`src/rtl/key_bounce_gen.sv`:
```
// key_bounce_gen
// Emulates a mechanical key on an active-low pin. A one-cycle `press` in IDLE
// starts a sequence: a pseudo-random press bounce window, a stable pressed
// interval, and a pseudo-random release bounce window. A `done` pulse follows.
//
// Ports:
//   clk      in   system clock, rising edge
//   rst_n    in   asynchronous active-low reset
//   press    in   start request, only looked at in IDLE
//   key_pin  out  emulated key, active-low, idle level 1 (registered)
//   busy     out  high while a sequence is in progress (registered)
//   done     out  one-cycle pulse in the first IDLE cycle after a sequence
//
// Handshake: `press` is a one-cycle request that is taken only while the FSM
// is in IDLE (busy=0, including the cycle where done=1); outside IDLE it is
// dropped, never queued.
module key_bounce_gen #(
  parameter int          BOUNCE_CYCLES = 250_000,
  parameter int          HOLD_CYCLES   = 1_000_000,
  parameter int          SEG_BITS      = 10,
  parameter logic [15:0] LFSR_SEED     = 16'hACE1
) (
  input  logic clk,
  input  logic rst_n,
  input  logic press,
  output logic key_pin,
  output logic busy,
  output logic done
);

  localparam int MAX_CYC = (BOUNCE_CYCLES > HOLD_CYCLES) ? BOUNCE_CYCLES : HOLD_CYCLES;
  localparam int CNT_W   = $clog2(MAX_CYC + 1);

  typedef enum logic [1:0] {
    IDLE     = 2'd0,
    P_BOUNCE = 2'd1,
    HOLD     = 2'd2,
    R_BOUNCE = 2'd3
  } state_t;

  state_t            state, state_nx;
  logic [CNT_W-1:0]  win_cnt, win_cnt_nx;
  logic [SEG_BITS:0] seg_cnt, seg_cnt_nx;
  logic [15:0]       lfsr, lfsr_nx;
  logic              key_pin_nx, busy_nx, done_nx;

  logic [15:0]       lfsr_step;
  logic [SEG_BITS:0] seg_len;
  logic              last_bounce, last_hold, seg_exp;

  // Fibonacci LFSR x^16+x^14+x^13+x^11+1, shifting toward the MSB.
  assign lfsr_step   = {lfsr[14:0], lfsr[15] ^ lfsr[13] ^ lfsr[12] ^ lfsr[10]};
  // One extra bit so 2^SEG_BITS is representable.
  assign seg_len     = {1'b0, lfsr[SEG_BITS-1:0]} + {{SEG_BITS{1'b0}}, 1'b1};
  // The window counter starts at 0 on state entry, so the final cycle of a
  // window of N cycles is the one where it reads N-1.
  assign last_bounce = (win_cnt == CNT_W'(BOUNCE_CYCLES - 1));
  assign last_hold   = (win_cnt == CNT_W'(HOLD_CYCLES - 1));
  // The segment counter is loaded with L; reading 1 means this is the last
  // cycle of the segment, so the toggle lands L cycles after the start.
  assign seg_exp     = (seg_cnt == {{SEG_BITS{1'b0}}, 1'b1});

  always_ff @(posedge clk or negedge rst_n) begin
    if (!rst_n) begin
      state   <= IDLE;
      win_cnt <= '0;
      seg_cnt <= '0;
      lfsr    <= LFSR_SEED;
      key_pin <= 1'b1;
      busy    <= 1'b0;
      done    <= 1'b0;
    end else begin
      state   <= state_nx;
      win_cnt <= win_cnt_nx;
      seg_cnt <= seg_cnt_nx;
      lfsr    <= lfsr_nx;
      key_pin <= key_pin_nx;
      busy    <= busy_nx;
      done    <= done_nx;
    end
  end

  always_comb begin
    state_nx   = state;
    win_cnt_nx = win_cnt + CNT_W'(1);
    seg_cnt_nx = seg_cnt;
    lfsr_nx    = lfsr;
    key_pin_nx = key_pin;
    busy_nx    = busy;
    done_nx    = 1'b0;

    case (state)
      IDLE: begin
        win_cnt_nx = '0;
        key_pin_nx = 1'b1;
        busy_nx    = 1'b0;
        if (press) begin
          state_nx   = P_BOUNCE;
          key_pin_nx = 1'b0;
          busy_nx    = 1'b1;
          seg_cnt_nx = seg_len;
          lfsr_nx    = lfsr_step;
        end
      end

      P_BOUNCE: begin
        seg_cnt_nx = seg_cnt - {{SEG_BITS{1'b0}}, 1'b1};
        // Window end takes priority: the last segment is simply truncated.
        if (last_bounce) begin
          state_nx   = HOLD;
          win_cnt_nx = '0;
          seg_cnt_nx = '0;
          key_pin_nx = 1'b0;
        end else if (seg_exp) begin
          key_pin_nx = ~key_pin;
          seg_cnt_nx = seg_len;
          lfsr_nx    = lfsr_step;
        end
      end

      HOLD: begin
        key_pin_nx = 1'b0;
        if (last_hold) begin
          state_nx   = R_BOUNCE;
          win_cnt_nx = '0;
          key_pin_nx = 1'b1;
          seg_cnt_nx = seg_len;
          lfsr_nx    = lfsr_step;
        end
      end

      R_BOUNCE: begin
        seg_cnt_nx = seg_cnt - {{SEG_BITS{1'b0}}, 1'b1};
        if (last_bounce) begin
          state_nx   = IDLE;
          win_cnt_nx = '0;
          seg_cnt_nx = '0;
          key_pin_nx = 1'b1;
          busy_nx    = 1'b0;
          done_nx    = 1'b1;
        end else if (seg_exp) begin
          key_pin_nx = ~key_pin;
          seg_cnt_nx = seg_len;
          lfsr_nx    = lfsr_step;
        end
      end

      default: begin
        state_nx   = IDLE;
        win_cnt_nx = '0;
        key_pin_nx = 1'b1;
        busy_nx    = 1'b0;
      end
    endcase
  end

endmodule

```
`config.mk`:
```
export PLATFORM = sky130hd
export DESIGN_NAME = key_bounce_gen
export DESIGN_NICKNAME = d
export VERILOG_FILES = /design/src/rtl/key_bounce_gen.sv
export SDC_FILE = /design/constraint.sdc
export NUM_CORES = 1
export LEC_CHECK = 0
export CAP_MARGIN = 0
export CORE_MARGIN = 2
export CORE_UTILIZATION = 45
export CTS_CLUSTER_DIAMETER = 50
export DETAILED_ROUTE_END_ITERATION = 7
export SLEW_MARGIN = 20
export SYNTH_ARGS = -nofsm -noshare
export SYNTH_HDL_FRONTEND = slang
export SYNTH_SLANG_ARGS = --single-unit
export TNS_END_PERCENT = 30
```
`constraint.sdc`:
```
create_clock -name clk -period 2.7 [get_ports clk]
set_input_delay 0.675 -clock clk [delete_from_list [all_inputs] [get_ports clk]]
set_output_delay 0.675 -clock clk [all_outputs]
set_load 0.05 [all_outputs]
```
# --- After elaboration in Yosys (flattened, before gate mapping) ---
# Index checks and enable logic that the tools add are counted.
op_classes:
  add_sub_neg: 3
  n_shift: 0
  n_div: 0
  n_bitwise: 4
  multipliers: 0
  n_reduce_logical: 7
  eq_ne: 12
  magnitude_cmp: 0
  muxes: 29
op_table:
  columns: ["operator", "count"]
  rows:
  - ["$mux W16", 4]
  - ["$pmux W20 S3", 1]
  - ["$pmux W16 S3", 1]
  - ["$mux W11", 4]
  - ["$mux W20", 2]
  - ["$pmux W11 S3", 1]
  - ["$add A20 B1 Y20 const B", 1]
  - ["$eq A20 B18 Y1 const B", 1]
  - ["$eq A20 B20 Y1 const B", 1]
  - ["$add A10 B1 Y11 const B", 1]
  - ["$eq A11 B1 Y1 const B", 1]
  - ["$sub A11 B1 Y11 const B", 1]
  - ["$ne A2 B2 Y1 const B", 5]
  - ["$mux W1", 9]
  - ["$mux W2", 4]
  - ["$pmux W2 S4", 1]
  - ["$reduce_and A4 Y1", 2]
  - ["$eq A2 B2 Y1 const B", 2]
  - ["$pmux W1 S4", 1]
  - ["$reduce_and A2 Y1", 2]
  - ["$xor A1 B1 Y1", 3]
  - ["$eq A2 B1 Y1 const B", 1]
  - ["$logic_not A2 Y1", 1]
  - ["$ne A2 B1 Y1 const B", 1]
  - ["4 further kinds", 4]
word_totals:
  mem_bits_ro: 0
  mem_bits_rw: 0
  in_bits: 3
  wordCells: 62
  n_memories: 0
  regBits: 52
  latchBits: 0

# --- Depth between registers and ports, before layout ---
logic_depth:
  word_depth: 6
  ltp_mapped: 8

# --- Worst setup path before layout ---
# OpenSTA, ideal clock, no wires.
synth_timing:
  path_type: "register -> register"
  from: "register win_cnt[9]"
  to: "register lfsr[12]"
  slack_ps: 418
  stages_incl_launch_ff: 7
  t_arrival_ps: 2157
  period_less_slack_ps: 2282
  cell_sequence: "dfrtp_1 -> or4_4 -> nor4_4 -> a21oi_2 -> o21ai_4 -> buf_12 -> mux2_4"
synth_via:
  elab_chain_len: 3
  word_cells_on_any_way: 5
  classes_between: "eq/ne (4); reduce/logical (1)"
synth_rtl:
  columns: ["item", "line", "rtl"]
  rows:
  - ["start: declaration", "42", "logic [CNT_W-1:0] win_cnt, win_cnt_nx;"]
  - ["start signal: assignment", "74", "win_cnt <= win_cnt_nx;"]
  - ["$eq A20 B20 Y1 or $eq A20 B18 Y1 (tied branches)", "58, 57", null]
  - ["$ne A2 B2 Y1 (no line)", null, null]
  - ["$reduce_and A4 Y1 (no line) *", null, null]
  - ["end signal: assignment", "76", "lfsr <= lfsr_nx;"]
  - ["end: declaration", "44", "logic [15:0] lfsr, lfsr_nx;"]
# Mark *: on every way between the ends. The rest lies on a longest branch, timed or not.
# A chain may end at the register's enable or synchronous reset.

# --- Worst setup path after layout ---
layout_timing:
  from: "register seg_cnt[1]"
  to: "register seg_cnt[3]"
layout_via:
  elab_chain_len: 4
  word_cells_on_any_way: 5
  classes_between: "add/sub (1); eq/ne (1); mux (3)"
layout_rtl:
  columns: ["item", "line", "rtl"]
  rows:
  - ["start: declaration", "43", "logic [SEG_BITS:0] seg_cnt, seg_cnt_nx;"]
  - ["start signal: assignment", "75", "seg_cnt <= seg_cnt_nx;"]
  - ["$sub A11 B1 Y11 or $eq A11 B1 Y1 (tied branches)", "107, 133, 61", null]
  - ["$mux W11 *", "114, 141", null]
  - ["$mux W11 *", "134", "if (last_bounce) begin"]
  - ["$pmux W11 S3 *", "92", "case (state)"]
# Marks and branches as above.

==> impl_metrics.ini <==
[sta]
min_period_over_period_pct = 88.4
min_period_ns = 2.39
hold_viol_final = 0
setup_violations = 0
drv_slew = 0
finalSetupTns_ns = 0
worstMarginPinSlew_ns = 0.656
relSlewSlack_pct = 56.2
rsz0062_at_grt = no
fmax_mhz = 419
finClkSkew_ns = 0.00750

[finish]
postLayoutCoreUtil_pct = 51.5
layout_commonest_cell = dfrtp_1
nets = 324
drive_gt1_share_pct = 18.8
instances_no_fill = 390
area_delta_synth_final_pct = 9.24
final_area_um2 = 3330
final_cell_mix = dfrtp_1, nor2_1, xnor2_1
n_antenna_cell = 0

[place]
dp_hpwl_mm = 4.59
port_buffers = 5
dpl-instance-area_um2 = 3230
dp.cells = 382
finalWeightedCongestion = 0.848

[clocking]
cts_buffers = 5
cts_resized = 0
clk_latency_ns = 0.31
clk_pin_slew_ns = 0.11
cts_tree = done
cts_max_level = 2
root_buffer = clkbuf_8
post-cts-setup-buffers = 0
hold_buffers = 0
cts.path.max_buffers = 2
clock-sinks = 52

[logic_synthesis]
yosysSeqAreaShare_pct = 43.1
synth-main-ff-cell = dfrtp_1
syn_area_per_cell_um2 = 10.2
ys_ff_latch = 52
synth_edf_count = 0
synthArstFlopShare_pct = 100
syn-num-nets = 312
ys_warn_count = 0
ys_types = 60
netlist_area_um2 = 3050
syn_inst = 300

[power]
p_per_area_nw_per_um2 = 383
ir_drop_v = 0.000206
leakagePower_nw = 1.42

[global_route]
antenna_found_initial = 0
grt_usage_pct = 18.7
grt_overflow_total = 0
grt_max_degree = 28
first_global_vias = 2287
grt_pass1_wl_mm = 11.2

[outcome]
status = completed

[worst_setup_path]
path_class = reg2reg
crit_path_end_kind = flop
worstPathArrival_ns = 2.65
cp-start-kind = flop
cp.required_ns = 2.96
crit_fanout = 6

[floorplan]
coreArea_um2 = 6460
die_x_um = 86.3
die_area_um2 = 7450
rows = 29
die_y_um = 86.3
io_pins = 6
start_util_pct = 47.2

[route]
drc = 0
finalWirelength_mm = 6.37
vias = 2246
vias_per_cell = 5.76
antenna_left = 0
avgRoutedWirePerCell_um = 16.3
dr.pass1.iters = 4
first_iter_violations = 129

[job]
drv_cap = 0

[hold_path]
hold_class = in2async
[cells in the mapped netlist, drive strengths merged (2+ instances only)]
library cell | instances | share of area, %
a31oi | 4 | 0.82
nor4 | 7 | 2.1
ha | 9 | 3.7
o22ai | 5 | 1.0
nand2 | 12 | 1.5
and4 | 3 | 0.90
or2 | 2 | 0.41
nor2 | 32 | 3.9
dfstp | 9 | 7.8
nand4 | 7 | 1.4
clkbuf | 4 | 0.49
inv | 10 | 1.2
dfrtp | 43 | 35
nor2b | 3 | 0.62
nor3 | 6 | 0.99
mux2i | 3 | 0.99
xnor2 | 19 | 5.5
and2 | 2 | 0.41
a21oi | 13 | 2.3
buf | 7 | 1.6
o21ai | 14 | 2.7
o211ai | 2 | 0.49
o31a | 2 | 0.57
o31ai | 6 | 1.9
nand3 | 16 | 2.6
xor2 | 12 | 3.4
or3 | 2 | 0.41
or4 | 3 | 0.86
and3 | 7 | 1.5
a22oi | 2 | 0.49
mux2 | 17 | 7.3
[worst paths after layout]
kind / cells after the start / to / start / slack, ns
max in group asynchronous: 2 / lfsr[13] / rst_n / 1.68
min reg2reg: 1 / win_cnt[0] / win_cnt[0] / 0.46
min: 1 / state[0] / rst_n / 0.38
min in group clk: 1 / win_cnt[0] / win_cnt[0] / 0.46
max reg2reg: 7 / seg_cnt[3] / seg_cnt[1] / 0.31
max: 7 / seg_cnt[3] / seg_cnt[1] / 0.31
[state kept, by name (all words and copies together), names as in the netlist]
register,cells
busy,1
done,1
key_pin,1
lfsr,16
seg_cnt,11
state,2
win_cnt,20
[power breakdown]
| part | switching (mW) | leakage (nW) | internal, mW |
|---|---|---|---|
| logic | 0.0162 | 0.719 | 0.00493 |
| registers | 0 | 0.655 | 0.779 |
| clock network | 0.285 | 0.0491 | 0.191 |
[critical path: stages, from the launching register on]
cell and delay [ns]:
dfrtp_1 0.42, inv_1 0.11, ha_1 0.16, or4b_2 0.65, o31ai_4 0.35, mux2_2 0.38, o22ai_1 0.13, a22o_1 0.14
[per-layer routing]
layer	GRT usage, %	routed length, um	vias to the layer above
met5	0	0	-
met3	3.24	209	6
met1	26.8	3240	1095
li1	-	-	1113
met4	4.83	63	0
met2	29.3	2860	32
[cell families (layout without fill, tap and decap cells)]
| kind of cell | after synthesis | in the layout | share of synthesized area, % |
|---|---|---|---|
| simple gates | 109 | 109 | 19.7 |
| compound gates | 58 | 58 | 13.1 |
| mux | 20 | 20 | 8.25 |
| flops | 52 | 52 | 43.1 |
| fa+ha+maj | 9 | 9 | 3.69 |
| buf+inv | 21 | 34 | 3.28 |
| xor+xnor | 31 | 31 | 8.91 |
[layout make-up]
type / instances / area (um^2)
Multi-Input combinational cell: 227 / 1640
Timing Repair Buffer: 16 / 153
Fill cell: 600 / 3130
Clock buffer: 5 / 68.8
Inverter: 10 / 37.5
Tap cell: 77 / 96.3
Clock inverter: 3 / 26.3
Sequential cell: 52 / 1310
[stage by stage]
| stage | hold WS (ns) | power, mW | setup slack [ns] |
|---|---|---|---|
| after detailed placement | 0.454 | 0.817 | 0.366 |
| after global placement | 0.449 | 0.816 | 0.414 |
| after global routing | 0.423 | 1.32 | 0.121 |
| after CTS | 0.405 | 1.29 | 0.333 |
| final | 0.380 | 1.28 | 0.315 |
| after floorplan | 0.379 | 0.794 | 0.418 |
(Power assumes the default switching activity.)
